$ cat config.mk
export PLATFORM = sky130hd
export DESIGN_NAME = lvds_rx_framer
export DESIGN_NICKNAME = d
export VERILOG_FILES = /design/src/rtl/lvds_rx_framer.sv
export SDC_FILE = /design/constraint.sdc
export NUM_CORES = 1
export LEC_CHECK = 0
export BUFFER_PORTS_ARGS = -buffer_cell sky130_fd_sc_hd__buf_4
export CORE_MARGIN = 4
export CORE_UTILIZATION = 35
export DETAILED_ROUTE_END_ITERATION = 10
export HOLD_SLACK_MARGIN = 0.02
export PLACE_DENSITY = 0.53
export SYNTH_ARGS = -nofsm -noshare
export SYNTH_HDL_FRONTEND = slang
export SYNTH_SLANG_ARGS = --single-unit
$ cat constraint.sdc
create_clock -name i_ddr_clk -period 4.5 [get_ports i_ddr_clk]
set_input_delay 0.225 -clock i_ddr_clk [delete_from_list [all_inputs] [get_ports i_ddr_clk]]
set_output_delay 0.225 -clock i_ddr_clk [all_outputs]
set_load 0.05 [all_outputs]
$ cat src/rtl/lvds_rx_framer.sv
// lvds_rx_framer: deserialises a 2-bit-per-edge DDR stream into frames of
// 2*HALF_CYCLES symbols, checks the I/Q sync symbols and tracks lock.
// While locked, one word per completed frame is pushed into the RX FIFO.
// Saturating counters record sync errors and frames dropped on FIFO full.
module lvds_rx_framer #(
  parameter int         HALF_CYCLES = 8,
  parameter int         LOCK_FRAMES = 2,
  parameter int         CNT_W       = 16,
  parameter logic [1:0] SYNC_I      = 2'b10,
  parameter logic [1:0] SYNC_Q      = 2'b01
) (
  input  logic                     i_ddr_clk,
  input  logic                     i_rst,
  input  logic                     i_enable,
  input  logic [1:0]               i_ddr_data,
  input  logic                     i_sync_input,
  input  logic                     i_fifo_full,
  input  logic                     i_cnt_clear,
  output logic                     o_fifo_write_clk,
  output logic                     o_fifo_push,
  output logic [4*HALF_CYCLES-1:0] o_fifo_data,
  output logic                     o_locked,
  output logic [CNT_W-1:0]         o_sync_err_cnt,
  output logic [CNT_W-1:0]         o_overflow_cnt,
  output logic [1:0]               o_debug_state
);

  localparam int W  = 4 * HALF_CYCLES;
  localparam int PW = (HALF_CYCLES > 1) ? $clog2(HALF_CYCLES) : 1;
  localparam logic [PW-1:0] PH_INIT = PW'(HALF_CYCLES - 1);
  localparam logic [PW-1:0] PH_Q    = PW'(HALF_CYCLES - 2);

  typedef enum logic [1:0] {
    HUNT    = 2'b00,
    I_PHASE = 2'b01,
    Q_PHASE = 2'b11
  } state_t;

  state_t            state_q, state_d;
  logic [PW-1:0]     ph_q, ph_d;         // edges left in the current half
  logic [W-3:0]      sr_q, sr_d;         // every frame bit except the final two
  logic              mark_q, mark_d;     // i_sync_input captured at frame start
  logic [3:0]        good_q, good_d;
  logic              cmpl_q, cmpl_d;     // previous edge completed a frame
  logic              locked_q, locked_d;
  logic              push_q, push_d;
  logic [W-1:0]      data_q, data_d;
  logic [CNT_W-1:0]  err_q, err_d;
  logic [CNT_W-1:0]  ovf_q, ovf_d;
  logic              err_inc, ovf_inc, lock_now;
  logic [W-1:0]      word;

  assign o_fifo_write_clk = i_ddr_clk;
  assign o_fifo_push      = push_q;
  assign o_fifo_data      = data_q;
  assign o_locked         = locked_q;
  assign o_sync_err_cnt   = err_q;
  assign o_overflow_cnt   = ovf_q;
  assign o_debug_state    = state_q;

  // State register
  always_ff @(posedge i_ddr_clk or posedge i_rst) begin
    if (i_rst) state_q <= HUNT;
    else       state_q <= state_d;
  end

  // Next-state: disable always drops back to hunting
  always_comb begin
    state_d = state_q;
    if (!i_enable) begin
      state_d = HUNT;
    end else begin
      case (state_q)
        HUNT:    if (i_ddr_data == SYNC_I) state_d = I_PHASE;
        I_PHASE: if (ph_q == '0) state_d = (i_ddr_data == SYNC_Q) ? Q_PHASE : HUNT;
        Q_PHASE: if (ph_q == '0) state_d = HUNT;
        default: state_d = HUNT;
      endcase
    end
  end

  // Datapath, lock tracking, push decision and counter updates
  always_comb begin
    ph_d     = ph_q;
    sr_d     = sr_q;
    mark_d   = mark_q;
    good_d   = good_q;
    locked_d = locked_q;
    cmpl_d   = 1'b0;
    push_d   = 1'b0;
    data_d   = data_q;
    err_inc  = 1'b0;
    ovf_inc  = 1'b0;
    lock_now = locked_q;
    // last edge carries only one payload bit; the marker fills bit 0
    word     = {sr_q, i_ddr_data[1], mark_q};
    if (!i_enable) begin
      ph_d     = PH_INIT;
      good_d   = '0;
      locked_d = 1'b0;
    end else begin
      case (state_q)
        HUNT: begin
          if (i_ddr_data == SYNC_I) begin
            sr_d   = {{(W-4){1'b0}}, SYNC_I};
            mark_d = i_sync_input;
            ph_d   = PH_INIT;
          end else if (locked_q && cmpl_q) begin
            // a locked stream must carry SYNC_I right after each frame
            err_inc  = 1'b1;
            locked_d = 1'b0;
            good_d   = '0;
          end
        end
        I_PHASE: begin
          sr_d = {sr_q[W-5:0], i_ddr_data};
          if (ph_q != '0) begin
            ph_d = ph_q - PW'(1);
          end else if (i_ddr_data == SYNC_Q) begin
            ph_d = PH_Q;
          end else begin
            err_inc  = 1'b1;
            locked_d = 1'b0;
            good_d   = '0;
            ph_d     = PH_INIT;
          end
        end
        Q_PHASE: begin
          if (ph_q != '0) begin
            sr_d = {sr_q[W-5:0], i_ddr_data};
            ph_d = ph_q - PW'(1);
          end else begin
            data_d = word;
            cmpl_d = 1'b1;
            ph_d   = PH_INIT;
            if (!locked_q) begin
              good_d = good_q + 4'd1;
              if (good_d == 4'(LOCK_FRAMES)) begin
                locked_d = 1'b1;
                lock_now = 1'b1;
              end
            end
            if (lock_now) begin
              if (i_fifo_full) ovf_inc = 1'b1;
              else             push_d  = 1'b1;
            end
          end
        end
        default: ;
      endcase
    end
    // clear has priority over a coincident increment
    err_d = err_q;
    if (i_cnt_clear) err_d = '0;
    else if (err_inc && err_q != '1) err_d = err_q + CNT_W'(1);
    ovf_d = ovf_q;
    if (i_cnt_clear) ovf_d = '0;
    else if (ovf_inc && ovf_q != '1) ovf_d = ovf_q + CNT_W'(1);
  end

  // Datapath registers
  always_ff @(posedge i_ddr_clk or posedge i_rst) begin
    if (i_rst) begin
      ph_q     <= PH_INIT;
      sr_q     <= '0;
      mark_q   <= 1'b0;
      good_q   <= '0;
      cmpl_q   <= 1'b0;
      locked_q <= 1'b0;
      push_q   <= 1'b0;
      data_q   <= '0;
      err_q    <= '0;
      ovf_q    <= '0;
    end else begin
      ph_q     <= ph_d;
      sr_q     <= sr_d;
      mark_q   <= mark_d;
      good_q   <= good_d;
      cmpl_q   <= cmpl_d;
      locked_q <= locked_d;
      push_q   <= push_d;
      data_q   <= data_d;
      err_q    <= err_d;
      ovf_q    <= ovf_d;
    end
  end

endmodule

; ---- Word-level counts from Yosys, hierarchy flattened
; Index checks and enable logic that the tools add are counted.
[word_totals]
word_cells = 108
output_inout_bits = 69
inputBits = 8
reg_bits = 107
[op_classes]
n_reduce_logical = 16
eq_ne = 19
n_addsub = 4
n_mux = 57
bitwise = 1
[op_table]
columns = operator, count
row1 = $pmux 30 s3, 1
row2 = $mux 16, 4
row3 = $mux 30, 2
row4 = $add 16x1->16 const B, 2
row5 = $ne 16x16->1 const B, 2
row6 = $mux 1, 29
row7 = $mux 4, 7
row8 = $ne 3x3->1 const B, 9
row9 = $mux 3, 4
row10 = $pmux 4 s3, 1
row11 = $mux 2, 5
row12 = $pmux 3 s3, 1
row13 = $reduce_and 3->1, 3
row14 = $reduce_and 7->1, 1
row15 = $pmux 2 s3, 1
row16 = $reduce_and 6->1, 1
row17 = $reduce_bool 3->1, 2
row18 = $add 4x1->4 const B, 1
row19 = $eq 2x1->1 const B, 2
row20 = $eq 2x2->1 const B, 2
row21 = $eq 4x2->1 const B, 1
row22 = $ne 2x2->1 const B, 2
row23 = $ne 4x1->1 const B, 1
row24 = $reduce_and 4->1, 1
row25 = 9 further kinds, 12

; ---- Depth between registers and ports, before layout
; Gate-level depths: netlist of run 1.
[depth]
ltp_word = 14
ltp_mapped = 9

==> out/qor.yml, run 1 <==
global_route:
  grt_usage_pct: 14.9
  grt_pass1_vias: 3928
  grt_overflow_total: 0
  grt_max_degree: 66
  grt_pass1_wl_um: 19300
  antenna_found_initial: 0
place:
  pre_cts_ws_ps: 1800
  port-buffer-count: 76
  gp_congestion: 0.750
  dpl.hpwl_um: 7240
die:
  ios: 77
  start_util_pct: 36.4
  fp.dieW_um: 126
  num_rows: 42
  dieArea_sq_um: 16000
  core-area_sq_um: 13500
  dieHeight_um: 126
yosys:
  synth_top_area_cell: "dfrtp_1"
  syn-instance-count: 511
  ys_types: 46
  synthTopCellsByCount: "nand2_1 (113), dfrtp_1 (104), a21oi_1 (35), nor2b_1 (32)"
  ys_seq_elements: 107
  synth_async_sr_flop_share_pct: 100
  syn_nets: 525
  yosysMostFrequentCell: "nand2_1"
  synth_edf_count: 0
  synth.top_cell.area_share_pct: 53.1
  synthTopCellsByArea: "dfrtp_1 (53%), nand2_1 (8.7%), a31o_2 (4.8%), nor2b_1 (4.1%), a21oi_1 (3.6%)"
  syn_avg_cell_area_sq_um: 9.59
  syn_area_sq_um: 4900
  ys_seq_area_share_pct: 54.7
  yosysWarnings: 0
  ys.flop_type: "dfrtp_1"
clock_network:
  path_clk_slew_ps: 70
  clock_latency_ps: 470
  cts_tree: "done"
  post_cts_resized: 0
power_and_ir_drop:
  power.switching_uw: 495
  power.share.clock_pct: 47.5
  power.internal_uw: 1510
  p_sw_share_pct: 24.7
  p_per_area_nw_per_um2: 333
  ir_worst_vdd_mv: 0.165
  p_seq_share_pct: 48.6
  p_leak_uw: 0.00289
  pwr-share-comb_pct: 3.9
timing:
  worst_pin_slew_ps: 1010
  tns_ps: 0
  slew_viol_final: 0
  rsz0062_at_grt: "no"
  setup_violations: 0
  relSlewSlack_pct: 32.5
  finalHoldViolations: 0
  skew_ps: 9.04
  fin_ws_ps: 1600
final_layout:
  n_antenna_cell: 0
  layout.nets: 595
  syn_to_final_growth_pct: 22.8
  utilization_pct: 44.8
  layout-drive-gt1-share_pct: 23.5
worst_setup_path:
  crit_type: "clock port to primary output"
  cp_max_fo: 2
  worstSetupEndpointType: "primary output"
  cp-start-kind: "clock port"
  critPathRequiredTime_ps: 4280
  cp.arrival_ps: 2670
detailed_routing:
  vias: 3940
  wire_per_inst_um: 14.8
  drc: 0
  viasPerCell: 5.17
  drtIter0Drc: 241
  routed_wl_um: 11300
  firstDrtPassIters: 4
  ant_nets: 0
outcome:
  outcome: "completed"
min_path:
  hp-class: "input port to flop"
job:
  maxCapViolCount: 0
## repair_timing
action / 4_1_cts / 5_1_grt
buffers inserted: 0 / 0
hold endpoints to repair: 71 / 0
hold buffers: 6 / 0
## power by group through the flow
stage               logic, uW  registers [uW]  clock network (uW)
floorplan                49.7             995                47.9
global placement         76.4             993                47.9
detailed placement       77.1             993                47.9
CTS                      81.8             974                 982
global route             90.8             976                1020
finish                   79.1             975                 953
## final cells by class
cell class	instances	area, sq um
clock inverters	6	50.0
well taps	176	220
multi-input cells	358	2040
repair buffers	84	646
inverters	17	66.3
flip-flops and latches	107	2680
clock buffers	14	322
fillers	1390	7430
## sequential cells by signal, indices dropped and copies added, names as in the netlist
name and cells:
o_fifo_data 32, sr_q 30, o_overflow_cnt 16, o_sync_err_cnt 16
good_q 4, ph_q 3, o_debug_state 2, cmpl_q 1
mark_q 1, o_fifo_push 1, o_locked 1
## layout by cell type (no fill, tap or decap), types with 8 or more instances in the layout
cell	instances
nand3_1	14
dfrtp_1	104
or4_1	9
inv_1	15
o21ai_0	27
nor2_1	12
o31ai_1	10
buf_4	79
clkbuf_16	12
a31o_2	27
or3_1	21
a21oi_1	35
nand4_1	8
nand2_1	113
nor2b_1	32
## per-layer routing
metal	GRT usage, %	routed length (um)	vias to the layer above
met2	22.4	5180	71
met4	7.89	255	0
met5	0	0	-
met1	20.2	5360	1938
li1	-	-	1919
met3	3.28	495	12
## through the flow
stage | total power (uW) | cells | hold WS [ps] | area, sq um
4_1_cts | 2040 | 762 | 166 | 6020
3_5_place_dp | 1120 | 737 | 395 | 5600
5_1_grt | 2090 | 762 | 179 | 6020
6_report | 2010 | 762 | 177 | 6020
3_3_place_gp | 1120 | 737 | 395 | 5600
2_1_floorplan | 1090 | 511 | 264 | 4900
## logic make-up (layout without fill, tap and decap cells)
| group | after synthesis | after routing | share of synthesized area, % |
|---|---|---|---|
| adder cells (fa/ha/maj) | 6 | 6 | 1.53 |
| XOR/XNOR | 3 | 3 | 0.536 |
| AND/OR/NAND/NOR | 233 | 233 | 23.7 |
| flip-flops | 107 | 107 | 54.7 |
| buffers and inverters | 46 | 121 | 3.78 |
| multiplexers | 4 | 4 | 0.893 |
| AO/OA/AOI/OAI | 112 | 112 | 14.9 |
## worst max-delay path, stage by stage
cell and delay (ps):
clkbuf_16 120, clkbuf_16 130, buf_4 180
## final timing paths
path,startpoint,to,slack (ps),cells past startpoint
max,i_ddr_clk,o_fifo_write_clk,1600,3
min,i_cnt_clear,o_sync_err_cnt[6],180,2
max reg2reg,o_debug_state[0],o_overflow_cnt[12],1790,6
min reg2reg,mark_q,o_fifo_data[0],470,2
max in group asynchronous,i_rst,ph_q[0],2910,4
min in group asynchronous,i_rst,o_overflow_cnt[1],490,3
No activity file was read; power rests on OpenSTA's default activity.
==> inputs of run 2 (changes only) <==
--- a/config.mk
+++ b/config.mk
@@ -5,12 +5,13 @@
 export SDC_FILE = /design/constraint.sdc
 export NUM_CORES = 1
 export LEC_CHECK = 0
+export ABC_AREA = 1
 export BUFFER_PORTS_ARGS = -buffer_cell sky130_fd_sc_hd__buf_4
 export CORE_MARGIN = 4
 export CORE_UTILIZATION = 35
 export DETAILED_ROUTE_END_ITERATION = 10
 export HOLD_SLACK_MARGIN = 0.02
-export PLACE_DENSITY = 0.53
+export PLACE_DENSITY = 0.52
 export SYNTH_ARGS = -nofsm -noshare
 export SYNTH_HDL_FRONTEND = slang
 export SYNTH_SLANG_ARGS = --single-unit
==> constraint.sdc (replaced) <==
create_clock -name i_ddr_clk -period 3 [get_ports i_ddr_clk]
set_input_delay 0.15 -clock i_ddr_clk [delete_from_list [all_inputs] [get_ports i_ddr_clk]]
set_output_delay 0.15 -clock i_ddr_clk [all_outputs]
set_load 0.05 [all_outputs]
==> run 2 against run 1 <==
Sequential power rose by 51%. Synthesized cell count up 30%. Clock skew up 2.7 ps. Critical endpoint is now sr_q[3].
==> out/qor.yml, run 2 <==
yosys:
  ys_types: 34  # -26%
  syn-instance-count: 666  # +30%
  yosysMostFrequentCell: "nand2_1"
  ys.flop_type: "dfrtp_1"
  ys_seq_elements: 107  # unchanged
  ys_seq_area_share_pct: 49.8  # -4.9 points
  syn_avg_cell_area_sq_um: 8.09  # -16%
  synth_top_area_cell: "dfrtp_1"
  synth_async_sr_flop_share_pct: 100  # unchanged
  synthTopCellsByCount: "nand2_1 (176), dfrtp_1 (104), nand3_1 (89), inv_1 (82), o21ai_0 (60)"
  synth_edf_count: 0  # unchanged
  synthTopCellsByArea: "dfrtp_1 (48%), nand2_1 (12%), nand3_1 (8.3%), inv_1 (5.7%), o21ai_0 (5.6%)"
  yosysWarnings: 0  # unchanged
  syn_nets: 680  # +30%
  syn_area_sq_um: 5390  # +9.9%
  synth.top_cell.area_share_pct: 48.3  # -4.8 points
die:
  dieHeight_um: 132  # +4.5%
  fp.dieW_um: 132  # +4.5%
  ios: 77  # unchanged
  dieArea_sq_um: 17400  # +9.2%
  start_util_pct: 35.6  # -0.88 points
  num_rows: 45  # +7.1%
  core-area_sq_um: 15100  # +13%
worst_setup_path:
  reg2reg_depth: 7  # +1
  critPathRequiredTime_ps: 3380  # -900 ps
  cp-start-kind: "flop"
  r2r-start: "o_debug_state[0]"
  cp_max_fo: 60  # +58
  crit_type: "flop to flop"
  worstSetupEndpointType: "flop"
  worstReg2RegEnd: "sr_q[3]"
  cp.arrival_ps: 2580  # -90 ps
  r2r_setup_slack_ps: 810  # -980 ps
clock_network:
  post_cts_resized: 0  # unchanged
  path_clk_slew_ps: 80  # about the same
  cts_setup_buffers: 0  # unchanged
  clock_latency_ps: 470  # about the same
  holdBufCountCts: 6  # unchanged
  cts_tree: "done"
global_route:
  grt_pass1_wl_um: 20700  # +7.2%
  grt_max_degree: 61  # -7.6%
  grt_usage_pct: 14.4  # -0.48 points
  antenna_found_initial: 0  # unchanged
  grt_pass1_vias: 4191  # +6.7%
  grt_overflow_total: 0  # unchanged
power_and_ir_drop:
  p_leak_uw: 0.00327  # +13%
  p_per_area_nw_per_um2: 467  # +40%
  ir_worst_vdd_mv: 0.586  # +250%
final_layout:
  final_common_cell: "nand2_1"
  layout.nets: 755  # +27%
  largest_reg_flops: 32  # unchanged
  layout_common_cells: "nand2_1 (176), dfrtp_1 (104), nand3_1 (89)"
  layout-drive-gt1-share_pct: 18.0  # -5.6 points
  syn_to_final_growth_pct: 21.1
  utilization_pct: 43.1  # -1.7 points
  n_antenna_cell: 0  # unchanged
timing:
  slew_viol_final: 0  # unchanged
  fmax_ghz: 0.456
  tns_ps: 0  # unchanged
  skew_ps: 11.7  # +2.70 ps
  setup_violations: 0  # unchanged
  rsz0062_at_grt: "no"
  worst_pin_slew_ps: 765  # -248 ps
  period_share_pct: 73.1
  min_period_ps: 2190
  relSlewSlack_pct: 49.0  # +17 points
  finalHoldViolations: 0  # unchanged
place:
  gp_congestion: 0.849  # +13%
  port-buffer-count: 76  # unchanged
  dpl.hpwl_um: 8300  # +15%
detailed_routing:
  viasPerCell: 4.71  # -8.8%
  vias: 4402  # +12%
  drtIter0Drc: 200  # -17%
  firstDrtPassIters: 4  # unchanged
  ant_nets: 0  # unchanged
  drc: 0  # unchanged
  routed_wl_um: 12100  # +6.8%
  wire_per_inst_um: 12.9  # -13%
min_path:
  hold_path_end: "ph_q[1]"
  worstHoldStart: "i_enable"
  holdPathStages: 4  # +2
  hp-class: "input port to flop"
job:
  maxCapViolCount: 0  # unchanged
outcome:
  outcome: "completed"
==> run 2: cell types whose count changed in the layout (fill, tap and decap cells not counted), sizes merged, moves of 13 or more <==
cell	change
a31o	-27
inv	+70
or3	-21
nand2	+67
nor2b	-32
nor2	+43
nand3	+85
xor2	+13
a21oi	-34
o21ai	+34
==> run 2: cells by family (layout without fill, tap and decap cells) <==
family / Yosys count / after routing / synth area share [%]
fa+ha+maj: 6 / 6 / 1.39
simple gates: 358 / 358 / 30.9
compound gates: 69 / 69 / 6.85
flops: 107 / 107 / 49.8
mux: 1 / 1 / 0.209
buf+inv: 111 / 191 / 8.59
xor+xnor: 14 / 14 / 2.28
==> run 2: power by group <==
part / internal (uW) / switching (uW)
clock network: 771 / 659
logic: 39.0 / 104
registers: 1460 / 16.0
total: 2270 / 779
==> run 2: layer usage <==
metal / track usage [%] / vias to the layer above / part of all wire, %
li1: - / 2280 / -
met3: 4.24 / 19 / 4.1
met5: 0 / - / 0
met1: 19.2 / 2039 / 49
met2: 21.7 / 64 / 45
met4: 6.65 / 0 / 2.0
==> run 2: metrics by stage <==
stage	setup slack [ps]	std cells	cell area [sq um]	power, uW	hold WS [ps]
2_1_floorplan	37.7	666	5390	1670	216
3_3_place_gp	904	909	6100	1710	320
3_5_place_dp	821	909	6100	1710	316
4_1_cts	811	934	6520	3110	76.0
5_1_grt	568	934	6520	3180	106
6_report	806	934	6520	3050	85.8
==> run 2: critical path: stages, from the launching register on <==
cell and delay [ps]:
dfrtp_1 840, nand2_2 170, inv_1 140, nand2_2 100
a22oi_2 130, buf_4 440, nand3_1 150, o21ai_0 130
==> run 2: cell type report <==
class | count | area, sq um
flip-flops and latches | 107 | 2680
clock inverters | 6 | 56.3
fillers | 1491 | 8620
inverters | 85 | 322
repair buffers | 86 | 673
clock buffers | 14 | 312
multi-input cells | 448 | 2240
well taps | 188 | 235
==> run 2: worst max path at each step <==
stage	start	endpoint	slack [ps]	cells after the start
global placement	o_debug_state[0]	o_overflow_cnt[11]	900	8
global route	o_debug_state[0]	sr_q[13]	570	7
floorplan	i_rst	cmpl_q	40	1
detailed placement	o_debug_state[0]	sr_q[3]	820	7
finish	o_debug_state[0]	sr_q[3]	810	7
CTS	o_debug_state[0]	sr_q[3]	810	7
==> inputs of run 3 (changes only) <==
--- a/config.mk
+++ b/config.mk
@@ -11,7 +11,7 @@
 export CORE_UTILIZATION = 35
 export DETAILED_ROUTE_END_ITERATION = 10
 export HOLD_SLACK_MARGIN = 0.02
-export PLACE_DENSITY = 0.52
+export PLACE_DENSITY = 0.54
 export SYNTH_ARGS = -nofsm -noshare
 export SYNTH_HDL_FRONTEND = slang
 export SYNTH_SLANG_ARGS = --single-unit
==> constraint.sdc (replaced) <==
create_clock -name i_ddr_clk -period 1.9 [get_ports i_ddr_clk]
set_input_delay 0.095 -clock i_ddr_clk [delete_from_list [all_inputs] [get_ports i_ddr_clk]]
set_output_delay 0.095 -clock i_ddr_clk [all_outputs]
set_load 0.05 [all_outputs]
==> run 3 against run 2 <==
Via count up 2.4%. Combinational power up 76%. Critical endpoint is now o_sync_err_cnt[7]. Design area up 3.1%. Highest routed layer unchanged.
==> out/qor.yml, run 3 (synthesized netlist as in run 2, its figures left out) <==
global_route:
  grt_max_degree: 72  # +18%
  grt_usage_pct: 14.6  # +0.14 points
  antenna_found_initial: 0  # unchanged
  grt.met2_usage_pct: 22.9  # +1.2 points
  grt_pass1_vias: 4315  # +3.0%
  gr-usage-met3_pct: 4.54  # +0.31 points
  gr-max-usage-layer: "met2"
  grt_overflow_total: 0  # unchanged
  grt_pass1_wl_um: 21000  # +1.6%
  met1_usage_pct: 19.1  # -0.13 points
timing:
  period_share_pct: 92.8  # +20 points
  min_period_ps: 1760  # -431 ps
  tns_ps: 0  # unchanged
  finalHoldViolations: 0  # unchanged
  fmax_ghz: 0.567  # +24%
  setup_violations: 0  # unchanged
  skew_ps: 7.38  # -4.36 ps
  rsz0062_at_grt: "no"
  worst_pin_slew_ps: 560  # -204 ps
  relSlewSlack_pct: 62.6  # +14 points
  slew_viol_final: 0  # unchanged
worst_setup_path:
  critPathRequiredTime_ps: 2300  # -1080 ps
  worstSetupEndpointType: "flop"
  crit_type: "flop to flop"
  cp.arrival_ps: 2170  # -410 ps
  cp-start-kind: "flop"
  cp_max_fo: 8  # -87%
detailed_routing:
  vias: 4506  # +2.4%
  routed_wl_um: 12300  # +2.1%
  drtIter0Drc: 375  # +88%
  drc: 0  # unchanged
  wire_per_inst_um: 13.0  # +0.57%
  ant_nets: 0  # unchanged
  viasPerCell: 4.75  # +0.85%
  firstDrtPassIters: 4  # unchanged
final_layout:
  layout-drive-gt1-share_pct: 20.1  # +2.2 points
  layout.nets: 769  # +1.9%
  n_antenna_cell: 0  # unchanged
  num-fill-cells: 1507  # +1.1%
  layout_common_cells: "nand2_1 (176), dfrtp_1 (101), nand3_1 (89), buf_4 (89), inv_1 (81)"
  final_area_sq_um: 6720  # +3.1%
  syn_to_final_growth_pct: 24.8
  final_common_cell: "nand2_1"
  largest_reg_flops: 32  # unchanged
die:
  ios: 77  # unchanged
  core-area_sq_um: 15100  # unchanged
  start_util_pct: 35.6  # unchanged
  fp.dieW_um: 132  # unchanged
  num_rows: 45  # unchanged
  dieHeight_um: 132  # unchanged
  dieArea_sq_um: 17400  # unchanged
clock_network:
  path_clk_slew_ps: 70  # about the same
  clock_latency_ps: 470  # about the same
  cts_tree: "done"
place:
  postPlaceCellArea_sq_um: 6200  # +1.6%
  port-buffer-count: 76  # unchanged
  dpl.hpwl_um: 8440  # +1.6%
  gp_congestion: 0.852  # +0.37%
min_path:
  hp-class: "input port to flop"
outcome:
  outcome: "completed"
job:
  maxCapViolCount: 0  # unchanged
power_and_ir_drop:
  p_per_area_nw_per_um2: 742  # +59%
  ir_worst_vdd_mv: 1.03  # +76%
  p_leak_uw: 0.00336  # +2.8%
-- run 3: cell types whose count changed in the layout (fill, tap and decap cells not counted), sizes merged --
cell	before	now
buf	81	94
bufinv	0	1
clkinvlp	1	2
inv	88	86
nor2	55	56
-- run 3: layout make-up --
| type | count | area, sq um | area share (%) |
|---|---|---|---|
| Tap cell | 188 | 235 | 3.50 |
| Timing Repair Buffer | 99 | 821 | 12.2 |
| Inverter | 85 | 323 | 4.80 |
| Multi-Input combinational cell | 449 | 2260 | 33.6 |
| Clock buffer | 14 | 322 | 4.78 |
| Clock inverter | 6 | 80.1 | 1.19 |
| Sequential cell | 107 | 2690 | 39.9 |
-- run 3: path summary, 6_finish.rpt --
path                              startpoint                 to  slack (ps)  cells past startpoint
setup / recovery           o_sync_err_cnt[0]  o_sync_err_cnt[7]         140                     10
hold / removal                      i_enable            ph_q[1]          50                      4
setup reg to reg           o_sync_err_cnt[0]  o_sync_err_cnt[7]         140                     10
hold reg to reg                       mark_q     o_fifo_data[0]         470                      2
max in group asynchronous              i_rst     o_fifo_data[2]         930                      4
min in group asynchronous              i_rst  o_overflow_cnt[8]         240                      3
-- run 3: report_power, final --
group | internal, uW | leakage (uW) | switching (uW)
logic | 72.4 | 0.00169 | 178
registers | 2300 | 0.00147 | 15.7
clock network | 1380 | 0.000196 | 1030
-- run 3: critical path: stages, from the launching register on --
cell	delay (ps)
dfrtp_2	410
ha_2	250
inv_1	50
nor2_1	130
nand2_1	120
nor2_2	170
nor2_4	60
buf_12	140
nor2_4	200
nand2_1	90
nand2_1	60
-- run 3: metal layers --
metal	up-vias	wire [um]
li1	2316	-
met1	2118	5900
met2	57	5740
met3	15	491
met4	0	176
met5	-	0
-- run 3: what timing repair did --
item,4_1_cts,5_1_grt
setup buffers,3,1
setup endpoints to repair,8,30
hold buffers,6,0
cloned,0,1
endpoints found under the hold margin,37,0
gates resized for setup,0,1
pin swaps,1,1
-- run 3: per-stage QoR --
| stage | std cells | utilization [%] | total power (uW) | hold WS (ps) | worst slack [ps] |
|---|---|---|---|---|---|
| final | 948 | 44.4 | 4990 | 51.4 | 136 |
| after detailed placement | 918 | 40.9 | 2720 | 180 | 5.28 |
| after global placement | 918 | 40.9 | 2710 | 178 | 88.0 |
| after CTS | 946 | 44.2 | 5070 | 43.2 | 96.6 |
| after global routing | 948 | 44.4 | 5200 | 81.6 | 12.8 |
| after floorplan | 666 | - | 2640 | 161 | 7.39 |
